==> src/rtl/serial_frame_receiver_pkg.sv <==
// Shared definitions for the serial frame path: field positions within a
// 32-bit frame and the receiver state encoding.
package serial_frame_receiver_pkg;

  localparam int unsigned A_MSB    = 31;
  localparam int unsigned B_MSB    = 23;
  localparam int unsigned RES_MSB  = 15;
  localparam int unsigned SEL_MSB  = 7;
  localparam int unsigned FLAG_MSB = 3;

  typedef enum logic [1:0] {
    IDLE     = 2'd0,
    SHIFT    = 2'd1,
    WAIT_LOW = 2'd2
  } rx_state_e;

endpackage

==> src/rtl/sync_edge_detect.sv <==
// Multi-flop synchronizer with an optional rising-edge pulse on the
// synchronized output.
module sync_edge_detect #(
  parameter int unsigned SYNC_STAGES = 2,
  parameter bit          EDGE_DETECT = 1'b1
) (
  input  logic clk,
  input  logic rst,
  input  logic d_in,
  output logic d_sync,
  output logic rise
);

  logic [SYNC_STAGES-1:0] chain_q, chain_d;
  logic [SYNC_STAGES:0]   taps;
  logic                   prev_q, prev_d;

  // Input at the bottom of the tap vector keeps the single-stage case legal.
  assign taps = {chain_q, d_in};

  always_comb begin
    chain_d = taps[SYNC_STAGES-1:0];
    prev_d  = chain_q[SYNC_STAGES-1];
  end

  always_ff @(posedge clk or posedge rst) begin
    if (rst) begin
      chain_q <= '0;
      prev_q  <= 1'b0;
    end else begin
      chain_q <= chain_d;
      prev_q  <= prev_d;
    end
  end

  assign d_sync = chain_q[SYNC_STAGES-1];
  assign rise   = EDGE_DETECT && d_sync && !prev_q;

endmodule

==> src/rtl/serial_frame_receiver.sv <==
// Reassembles MSB-first serial frames sampled on rising edges of the divided
// transmit clock, all in the system clock domain, and splits them into fields.
module serial_frame_receiver
  import serial_frame_receiver_pkg::*;
#(
  parameter int unsigned WIDTH       = 32,
  parameter int unsigned SYNC_STAGES = 2
) (
  input  logic             CLK,
  input  logic             RESET,
  input  logic             SIN,
  input  logic             VALID_IN,
  input  logic             CLK_Tx_IN,
  output logic [WIDTH-1:0] DATA_OUT,
  output logic [7:0]       A_OUT,
  output logic [7:0]       B_OUT,
  output logic [7:0]       RESULT_OUT,
  output logic [3:0]       SEL_OUT,
  output logic [3:0]       FLAGS_OUT,
  output logic             DATA_OUT_VALID,
  output logic             FRAME_ERR,
  output logic             OVERRUN,
  output logic             RX_BUSY
);

  localparam int unsigned        CNT_W = $clog2(WIDTH + 1);
  localparam logic [CNT_W-1:0]   FULL  = CNT_W'(WIDTH);

  logic sin_s, valid_s, tick;
  logic sin_rise_unused, valid_rise_unused, clk_tx_s_unused;

  sync_edge_detect #(.SYNC_STAGES(SYNC_STAGES), .EDGE_DETECT(1'b0)) u_sin_sync (
    .clk(CLK), .rst(RESET), .d_in(SIN), .d_sync(sin_s), .rise(sin_rise_unused)
  );
  sync_edge_detect #(.SYNC_STAGES(SYNC_STAGES), .EDGE_DETECT(1'b0)) u_valid_sync (
    .clk(CLK), .rst(RESET), .d_in(VALID_IN), .d_sync(valid_s), .rise(valid_rise_unused)
  );
  sync_edge_detect #(.SYNC_STAGES(SYNC_STAGES), .EDGE_DETECT(1'b1)) u_clk_tx_sync (
    .clk(CLK), .rst(RESET), .d_in(CLK_Tx_IN), .d_sync(clk_tx_s_unused), .rise(tick)
  );

  rx_state_e        state_q, state_d;
  logic [CNT_W-1:0] count_q, count_d;
  logic [WIDTH-1:0] shift_q, shift_d;
  logic [WIDTH-1:0] data_out_q, data_out_d;
  logic             data_valid_q, data_valid_d;
  logic             frame_err_q, frame_err_d;
  logic             overrun_q, overrun_d;
  logic             rx_busy;

  always_ff @(posedge CLK or posedge RESET) begin
    if (RESET) begin
      state_q      <= IDLE;
      count_q      <= '0;
      shift_q      <= '0;
      data_out_q   <= '0;
      data_valid_q <= 1'b0;
      frame_err_q  <= 1'b0;
      overrun_q    <= 1'b0;
    end else begin
      state_q      <= state_d;
      count_q      <= count_d;
      shift_q      <= shift_d;
      data_out_q   <= data_out_d;
      data_valid_q <= data_valid_d;
      frame_err_q  <= frame_err_d;
      overrun_q    <= overrun_d;
    end
  end

  always_comb begin
    state_d      = state_q;
    count_d      = count_q;
    shift_d      = shift_q;
    data_out_d   = data_out_q;
    data_valid_d = 1'b0;
    frame_err_d  = 1'b0;
    overrun_d    = overrun_q;
    unique case (state_q)
      IDLE: begin
        if (tick && valid_s) begin
          shift_d = {shift_q[WIDTH-2:0], sin_s};
          count_d = CNT_W'(1);
          state_d = SHIFT;
        end
      end
      SHIFT: begin
        // A full register is published one cycle after the last bit lands.
        if (count_q == FULL) begin
          data_out_d   = shift_q;
          data_valid_d = 1'b1;
          state_d      = WAIT_LOW;
          if (tick && valid_s) overrun_d = 1'b1;
        end else if (!valid_s) begin
          frame_err_d = 1'b1;
          count_d     = '0;
          state_d     = IDLE;
        end else if (tick) begin
          shift_d = {shift_q[WIDTH-2:0], sin_s};
          count_d = count_q + CNT_W'(1);
        end
      end
      WAIT_LOW: begin
        if (!valid_s) begin
          count_d = '0;
          state_d = IDLE;
        end else if (tick) begin
          overrun_d = 1'b1;
        end
      end
      default: state_d = IDLE;
    endcase
  end

  always_comb begin
    rx_busy = (state_q == SHIFT) || (state_q == WAIT_LOW);
  end

  assign DATA_OUT       = data_out_q;
  assign A_OUT          = data_out_q[A_MSB -: 8];
  assign B_OUT          = data_out_q[B_MSB -: 8];
  assign RESULT_OUT     = data_out_q[RES_MSB -: 8];
  assign SEL_OUT        = data_out_q[SEL_MSB -: 4];
  assign FLAGS_OUT      = data_out_q[FLAG_MSB -: 4];
  assign DATA_OUT_VALID = data_valid_q;
  assign FRAME_ERR      = frame_err_q;
  assign OVERRUN        = overrun_q;
  assign RX_BUSY        = rx_busy;

endmodule
==> config.mk <==
export PLATFORM = sky130hd
export DESIGN_NAME = serial_frame_receiver
export DESIGN_NICKNAME = d
export VERILOG_FILES = /design/src/rtl/serial_frame_receiver_pkg.sv /design/src/rtl/sync_edge_detect.sv /design/src/rtl/serial_frame_receiver.sv
export SDC_FILE = /design/constraint.sdc
export NUM_CORES = 1
export LEC_CHECK = 0
export BUFFER_PORTS_ARGS = -buffer_cell sky130_fd_sc_hd__buf_2
export CORE_ASPECT_RATIO = 0.75
export CORE_MARGIN = 1.5
export CORE_UTILIZATION = 59
export CTS_CLUSTER_SIZE = 40
export DETAILED_ROUTE_END_ITERATION = 6
export GPL_TIMING_DRIVEN = 0
export HOLD_SLACK_MARGIN = 0.05
export PLACE_DENSITY = 0.95
export RECOVER_POWER = 25
export SYNTH_ARGS = -nofsm -noshare
export SYNTH_HDL_FRONTEND = slang
export SYNTH_HIERARCHICAL = 1
export SYNTH_SLANG_ARGS = --single-unit
==> constraint.sdc <==
create_clock -name CLK -period 6.26 [get_ports CLK]
set_input_delay 1.252 -clock CLK [delete_from_list [all_inputs] [get_ports CLK]]
set_output_delay 1.252 -clock CLK [all_outputs]
set_load 0.005 [all_outputs]
* Word-level counts from Yosys, hierarchy flattened
Cells that the tools add are included.
Word-level totals: memories 0, register bits after elaboration 82, memory bits (writable) 0, output and inout bits 68, bits of input ports 5, bits in latches 0, word-level logic and storage cells 62, memory bits (read-only) 0
Cells by class: shift-type cells 0, divide/modulo/power cells 0, $mul 0, bitwise gates (word level) 0, equal/unequal tests 13, add/sub/neg operators 1, multiplexer cells 25, order comparisons 0, reductions and logical operators 12
Operator list (number):
- 2-to-1 mux 32 bit | 4
- case mux 32 bit (2 select lines) | 1
- 2-to-1 mux 6 bit | 5
- case mux 6 bit (3 select lines) | 1
- AND reduction 5 bit | 3
- inequality test 2 bit, second input constant | 7
- 2-to-1 mux 1 bit | 9
- adder 6 x 1 -> 6 bit, second input constant | 1
- equality test 6 bit, second input constant | 1
- 2-to-1 mux 2 bit | 3
- case mux 2 bit (3 select lines) | 1
- inequality test 2 x 1 -> 1 bit, second input constant | 2
- nonzero test 2 bit | 2
- inequality test 3 bit, second input constant | 1
- nonzero test 3 bit | 1
- equality test 2 x 1 -> 1 bit, second input constant | 1
- equality test 2 bit, second input constant | 1
- logical AND 1 bit | 2
- zero test 2 bit | 1
- case mux 1 bit (2 select lines) | 1
- AND reduction 2 bit | 1
- zero test 1 bit | 1
- logical OR 1 bit | 1

* Depth between registers and ports, before layout
Gate-level depths: netlist of the first run.
depth in word-level cells 6, gate-level depth with buffers 8, depth with buffers taken out 6

* Cells and area by module
The synthesis of the first run kept the hierarchy.
Modules (own cells, without submodules):
- serial_frame_receiver | cells an instance 241, times used 1, area an instance 3423.3 um^2
- sync_edge_detect at u_sin_sync ... | cells an instance 5, times used 2, area an instance 65.1 um^2
- sync_edge_detect at u_clk_tx_sync | cells an instance 5, times used 1, area an instance 92.6 um^2

* Worst setup path before layout of the first run
No wires, ideal clock.
path type reg-to-reg, from reg count_q[4], to reg count_q[0], cell stages (with the launch flop) 7, required time 6135 ps, arrival 1972 ps, buffers on the path 2, path slack 4163 ps, clock period less this slack 2097 ps, path through dfrtp_1 or4b_1 or3_1 buf_4 nand2b_1 clkbuf_1 mux2_2
On the way: longest elaborated chain between the ends 3
RTL lines:
- start, declared | line serial_frame_receiver.sv:43 | logic [CNT_W-1:0] count_q, count_d;
- start signal, assigned | line serial_frame_receiver.sv:62 | count_q <= count_d;
- equality test 6 bit | line serial_frame_receiver.sv:89 | if (count_q == FULL) begin
- inequality test 2 bit (no line)
- AND reduction 5 bit (no line)
No other way between the ends. A chain may end at the register's enable or synchronous reset.

==> run summary, run 1 <==
The flow ran to the end, but the final reports show violations. The final reports fail on capacitance limit, slew limit. After detailed routing, the average wire length per cell comes to 14.43 um.

The worst setup path is captured at an async pin. The I/O pin count came out at 73. The via count normalized by instance count came out at 5.048. The number of hold buffers added after CTS was 0. The highest clock frequency the design can meet is 308.2 MHz. The total cell area at the placement stage came out at 4084 um^2.

The net count of the mapped netlist is 263. At the later pin of the worst-skew pair, clock insertion delay measures 0.35 ns. The placer congestion estimate is 0.8395. The share of the clock period used by the worst path is 0.5183.

The smallest clock period supported by the final layout is computed as 3.245 ns. The number of buffers between clock root and the deepest sink is 2. The arrival time at the worst endpoint came out at 3.19 ns.

The average instance area after synthesis is 14.38 um^2. The post-CTS resize count came out at 0. The number of nets with antenna violations after routing is 0. The starting utilization of the core area is 0.6188. The largest stage delay on the critical path came out at 1.78 ns. STA classifies the critical path startpoint as a primary input. The final critical-path setup slack is 3.015 ns.

The total power density per cell area is 262.5 nW/um^2. For this block, the initial DRC count from the detailed router was 107. The first TritonRoute pass finished after 4 iterations.

The maximum number of pins on one net before global-route repair came out at 76. TritonCTS built the clock tree. The critical path goes through clkbuf_1 > clkinvlp_2.

The gate count of the mapped netlist came out at 252. The worst-case IR drop observed on VDD is 0.0001878 V. The number of buffers added for setup after CTS is 0. The floorplan die area is 6626 um^2. The number of antenna violations at the first check in global routing came out at 0.

Setup violations remaining at the end of the flow were counted as 0. The area of the core came out at 5856 um^2. The setup clock skew after layout is 0.006521 ns. The total clock sinks came out at 82. Measured along the y axis, the die boundary spans 70.87 um.

After legalization and detailed placement, the total HPWL measured 4237 um. In the final layout, the share of cells above drive strength 1 is 0.5676. Measured against its own limit, the worst slew margin works out to -1.120. The cell area after layout came out at 4268 um^2. Setup repair after global routing left no endpoint under its margin.

The setup TNS came out at 0 ns. The overall die width came out at 93.49 um. For this run, the share of the core covered by cells in the final layout is 0.7288. Before CTS, the worst setup slack after placement is 3.965 ns. The global-route wire length before repair came out at 10,100 um.

The final-report hold violation count came out at 0. The CTS root buffer is sky130_fd_sc_hd__clkbuf_8. The mapped cell area is 3623 um^2. The yosys synthesis warning count came out at 6. The repair_antennas step left the layout with diodes totalling 0. Compared with the post-synthesis result, the final layout area differs by 17.78%. The final count of pins violating max slew came out at 76.

The H-tree depth reported by CTS came out at 3. The cell leakage power came out at 2.400 nW. The register clock-pin slew on the reported worst setup and hold paths came out at 0.08 ns. Counting both buffers and inverters, the worst setup path holds a total of 2.

For this design, the slowest cell found on the critical path is sky130_fd_sc_hd__clkinvlp_2. The number of CTS-inserted buffers came out at 9. The min-delay analysis places its worst path in the category reg2reg. For this run, design rule violations remaining after detail routing come to 0. The residual overflow from global routing is 0.

The routed design has 6033 um of wire. The transition at the pin with the smallest max-transition slack is 3.163 ns. STA puts the critical path data required time at 6.21 ns. The gate family responsible for the most delay along the worst path is buffers and inverters. The critical path is of the in2async type. The number of global-route vias before repair is 2,109.

The number of max-cap violations is 1. The maximum fanout count along the critical path is 75. The number of port buffers is 72.

In the global route stage, overall resource usage came out at 0.2038. The via count of the routed design came out at 2,110. The number of nets at the end of the flow is 346.

The floorplan has 24 rows.
[placed cells by master (no fill, tap or decap), drive strengths merged, types with 4 or more instances in the layout]
cell type and n:
clkbuf 15, nor2b 4, o21ai 7, inv 12, dfrtp 82, ha 6
mux2 65, nor2 5, buf 109
[layout make-up]
type,instances,area [um^2]
buffer,41,302.8
clock buffer,11,131.4
clock inverter,5,55.05
fill,426,1588
inverter,13,50.05
multi-input combinational,116,1220
sequential,82,2052
tap,78,97.59
timing repair buffer,72,359.1
[where the power goes]
part	internal (W)	leakage (nW)	switching (W)	total, W
combinational	0.0000791	1.20	0.0000758	0.000155
clock	0.000183	0.0893	0.000179	0.000362
sequential	0.000569	1.11	0.0000342	0.000603
[path summary, 6_finish.rpt]
check	slack [ns]	end	start	cells after the start
setup / recovery	3.02	DATA_OUT[28]	RESET	2
hold / removal	0.36	u_valid_sync/chain_q[1]	u_valid_sync/chain_q[0]	0
setup reg to reg	3.95	count_q[0]	count_q[4]	6
hold reg to reg	0.36	u_valid_sync/chain_q[1]	u_valid_sync/chain_q[0]	0
max in group CLK	3.71	RX_BUSY	state_q[0]	3
min in group asynchronous	0.78	u_valid_sync/chain_q[0]	RESET	2
[sequential cells by signal, summed over array words and instances, names as in the netlist]
| signal | cells |
|---|---|
| shift_q | 32 |
| OVERRUN | 1 |
| u_valid_sync/chain_q | 2 |
| DATA_OUT_VALID | 1 |
| u_clk_tx_sync/chain_q | 2 |
| FRAME_ERR | 1 |
| state_q | 2 |
| u_sin_sync/chain_q | 2 |
| DATA_OUT | 32 |
| count_q | 6 |
| u_clk_tx_sync/prev_q | 1 |
[through the flow]
step	std cells	total power, W	hold WS [ns]
6_report	418	0.001120	0.3608
5_1_grt	418	0.001177	0.3718
4_1_cts	418	0.001131	0.3600
3_5_place_dp	402	0.0007698	0.3416
3_3_place_gp	402	0.0007564	0.3316
2_1_floorplan	252	0.0007263	0.3312
[metal layers]
metal,share of wire,global-route usage,vias to the layer above
met5,0,0,-
met3,0.055,0.05269,10
met2,0.47,0.3253,81
li1,-,-,1001
met4,0.017,0.09091,0
met1,0.45,0.2648,1018
Power figures use the tool's default switching activity.
==> run 2, diff against run 1 <==
--- a/config.mk
+++ b/config.mk
@@ -8,12 +8,12 @@
 export BUFFER_PORTS_ARGS = -buffer_cell sky130_fd_sc_hd__buf_2
 export CORE_ASPECT_RATIO = 0.75
 export CORE_MARGIN = 1.5
-export CORE_UTILIZATION = 59
+export CORE_UTILIZATION = 55
 export CTS_CLUSTER_SIZE = 40
 export DETAILED_ROUTE_END_ITERATION = 6
 export GPL_TIMING_DRIVEN = 0
 export HOLD_SLACK_MARGIN = 0.05
-export PLACE_DENSITY = 0.95
+export PLACE_DENSITY = 0.91
 export RECOVER_POWER = 25
 export SYNTH_ARGS = -nofsm -noshare
 export SYNTH_HDL_FRONTEND = slang
==> constraint.sdc (replaced) <==
create_clock -name CLK -period 3 [get_ports CLK]
set_input_delay 0.6 -clock CLK [delete_from_list [all_inputs] [get_ports CLK]]
set_output_delay 0.6 -clock CLK [all_outputs]
set_load 0.005 [all_outputs]
==> run 2 against run 1 <==
  * The run still ends with capacitance limit, slew limit left
  * Clock skew increased by 0.0023 ns
  * Critical path depth increased by 4
  * Power grew 120%
  * Sequential power is 110% higher
  * Sequential share of layout area fell by 0.47 points
  * Register-to-register slack worse by 3.3 ns
  * Worst hold slack got worse by 0.24 ns
  * Critical endpoint is now count_q[0]
==> run summary, run 2 (same netlist as run 1, synthesis figures left out) <==
Result of the run: finished with violations (unchanged). Violations in the final reports: capacitance limit, slew limit (unchanged). The number of buffers added for setup after CTS is 0 (unchanged). The combinational power share came out at 0.132 (was 0.138). The worst path in the final design needs a cycle of 2.307 ns, including I/O delays and setup. The category of the critical setup timing path is reg2reg (was in2async). The net switching power came out at 0.0006237 W (was 0.0002887 W). The TritonCTS clock tree is done (unchanged). Setup repair after global routing missed its margin: no (unchanged). The number of iterations in the first detailed-routing pass is 4 (unchanged). The layout-stage area growth over the synthesis result came to 18.96% (was 17.78%). The number of max-cap violations is 1 (unchanged). The number of nets with antenna violations after routing came out at 0 (unchanged).

The detailed-route wire length per cell is 13.96 um (was 14.43 um). The total power density per cell area is 572.7 nW/um^2 (was 262.5 nW/um^2). The final count of pins violating max slew came to 76 (unchanged). In the finished design, the share of the clock period the worst path needs comes to 0.7690. The number of antenna violations at the first check in global routing is 0 (unchanged). The total clock sinks came to 82 (unchanged). The register clock-pin slew on the reported worst setup and hold paths came out at 0.08 ns (about the same). The cell area after layout was 4310 um^2 (was 4268 um^2). The area of the core came to 6350 um^2 (was 5856 um^2). The CTS root buffer is sky130_fd_sc_hd__clkbuf_8 (unchanged). The headroom to the max-slew limit came out at -0.003396 (was -1.120). The worst hold path class is in2async (was reg2reg).

The internal power came out at 0.001845 W (was 0.0008315 W). The part of the power in registers is 0.510 (was 0.539). The via count of the routed design is 2,100 (was 2,110). The transition at the pin with the smallest max-transition slack came to 1.503 ns (was 3.163 ns). The starting utilization of the core area is 0.5706 (was 0.6188).

The arrival time at the worst endpoint came out at 2.55 ns (was 3.19 ns). The capturing element type of the critical path was a flip-flop (was async pin). The global-route wire length before repair is 10,030 um (was 10,100 um). The total cell area at the placement stage came out at 4088 um^2 (was 4084 um^2). The setup clock skew after layout came out at 0.008858 ns (was 0.006521 ns). The residual overflow from global routing came out at 0 (unchanged). The setup TNS is 0 ns (unchanged). The number of buffers between clock root and the deepest sink came out at 2 (unchanged). The overall global routing resource usage is 0.1830 (was 0.2038).

The required time of the critical path is 3.24 ns (was 6.21 ns). The post-detailed-route DRC marker count came out at 0 (unchanged). The floorplan die area came out at 7089 um^2 (was 6626 um^2). The H-tree depth reported by CTS is 3 (unchanged). The via count normalized by instance count was 4.988 (was 5.048). The maximum number of pins on one net before global-route repair came out at 76 (unchanged). The number of global-route vias before repair is 2,108 (was 2,109). The number of hold buffers added after cts is 0 (unchanged). The peak ir drop on the vdd network came out at 0.0003577 V (was 0.0001878 V). The startpoint type of the worst setup path is a flip-flop (was primary input). The total inserted antenna cells came out at 0 (unchanged). The placed cell count is 405 (was 402). The half-perimeter wire length of the detailed placement result is 4091 um (was 4237 um). The I/O pin count is 73 (unchanged). For this run, the top clock speed supported by timing is 433.5 MHz.

The final-report hold violation count came out at 0 (unchanged). The number of DRC markers after the initial detailed-route iteration is 122 (was 107). Most used cells in the layout excluding fill and tap cells: sky130_fd_sc_hd__dfrtp_1, sky130_fd_sc_hd__buf_2, sky130_fd_sc_hd__mux2_2 (unchanged). The setup violation total in the final timing report was 0 (unchanged).

The placer congestion estimate came out at 0.8549 (was 0.8395). The row count came to 25 (was 24). The clock latency reported for the late side of the worst-skew pair is 0.35 ns (about the same). The overall routed net length came out at 5876 um (was 6033 um). The overall die width is 96.73 um (was 93.49 um).

The share of total power consumed by net switching is 0.2527 (was 0.2577). The part of the power in the clock network is 0.358 (was 0.323). The cell leakage power was 2.423 nW (was 2.400 nW). The count of non-filler cells in the finished layout was 421 (was 418). The number of CTS-inserted buffers came out at 9 (unchanged). The number of nets at the end of the flow is 346 (unchanged).

The die outline height came out at 73.29 um (was 70.87 um). The fraction of layout cells with a size suffix above 1 came out at 0.5735 (was 0.5676). The leading cell type in the layout, fill and taps excluded is sky130_fd_sc_hd__dfrtp_1 (unchanged). The maximum fanout count along the critical path was 9 (was 75).

The number of port buffers came out at 72 (unchanged). The total power consumption of the routed design came out at 0.002469 W (was 0.001120 W). The post-CTS resize count is 0 (unchanged).
==> run 2: worst max-delay path, cell delays in order, from the launching register on <==
cell                       delay [ns]
sky130_fd_sc_hd__dfrtp_1         0.42
sky130_fd_sc_hd__or4b_1          0.55
sky130_fd_sc_hd__or3_1           0.32
sky130_fd_sc_hd__buf_4           0.19
sky130_fd_sc_hd__nand2b_1        0.07
sky130_fd_sc_hd__clkbuf_1        0.27
sky130_fd_sc_hd__mux2_2          0.38
==> run 2: through the flow <==
stage / hold slack [ns] / utilization / setup slack (ns)
after floorplan: 0.3312 / - / 0.4900
after global placement: 0.3326 / 0.6434 / -0.3258
after detailed placement: 0.3347 / 0.6437 / 0.7101
after CTS: 0.1130 / 0.6794 / 0.6920
after global routing: 0.1123 / 0.6788 / 0.5640
final: 0.1192 / 0.6788 / 0.6931
==> run 2: cell type report <==
class | instances | area, um^2
timing repair buffer | 72 | 359.1
sequential | 82 | 2052
multi-input combinational | 116 | 1220
tap | 81 | 101.3
clock buffer | 10 | 137.6
buffer | 41 | 302.8
inverter | 13 | 48.80
clock inverter | 6 | 88.84
fill | 465 | 2039
==> run 2: path summary, 6_finish.rpt <==
kind / from / cells after the start / endpoint / slack, ns
worst max-delay path: count_q[4] / 6 / count_q[0] / 0.69
worst min-delay path: RESET / 2 / u_sin_sync/chain_q[0] / 0.12
worst max register to register: count_q[4] / 6 / count_q[0] / 0.69
worst min register to register: u_clk_tx_sync/chain_q[0] / 0 / u_clk_tx_sync/chain_q[1] / 0.35
max in group asynchronous: RESET / 2 / shift_q[18] / 1.37
min in group CLK: CLK_Tx_IN / 1 / u_clk_tx_sync/chain_q[0] / 0.35
==> run 2: per-layer routing <==
layer | wire length [um] | track usage | up-vias
met5 | 0 | 0 | -
met4 | 85 | 0.09662 | 0
met3 | 276 | 0.05138 | 6
met2 | 2798 | 0.2929 | 61
met1 | 2716 | 0.2318 | 1034
li1 | - | - | 999
==> run 2: power groups by stage <==
stage / Combinational [W] / Sequential [W] / Clock (W)
after floorplan: 0.000260 / 0.00126 / 0
after global placement: 0.000309 / 0.00127 / 0
after detailed placement: 0.000333 / 0.00128 / 0
after CTS: 0.000332 / 0.00126 / 0.000908
after global routing: 0.000363 / 0.00127 / 0.000955
final: 0.000326 / 0.00126 / 0.000884
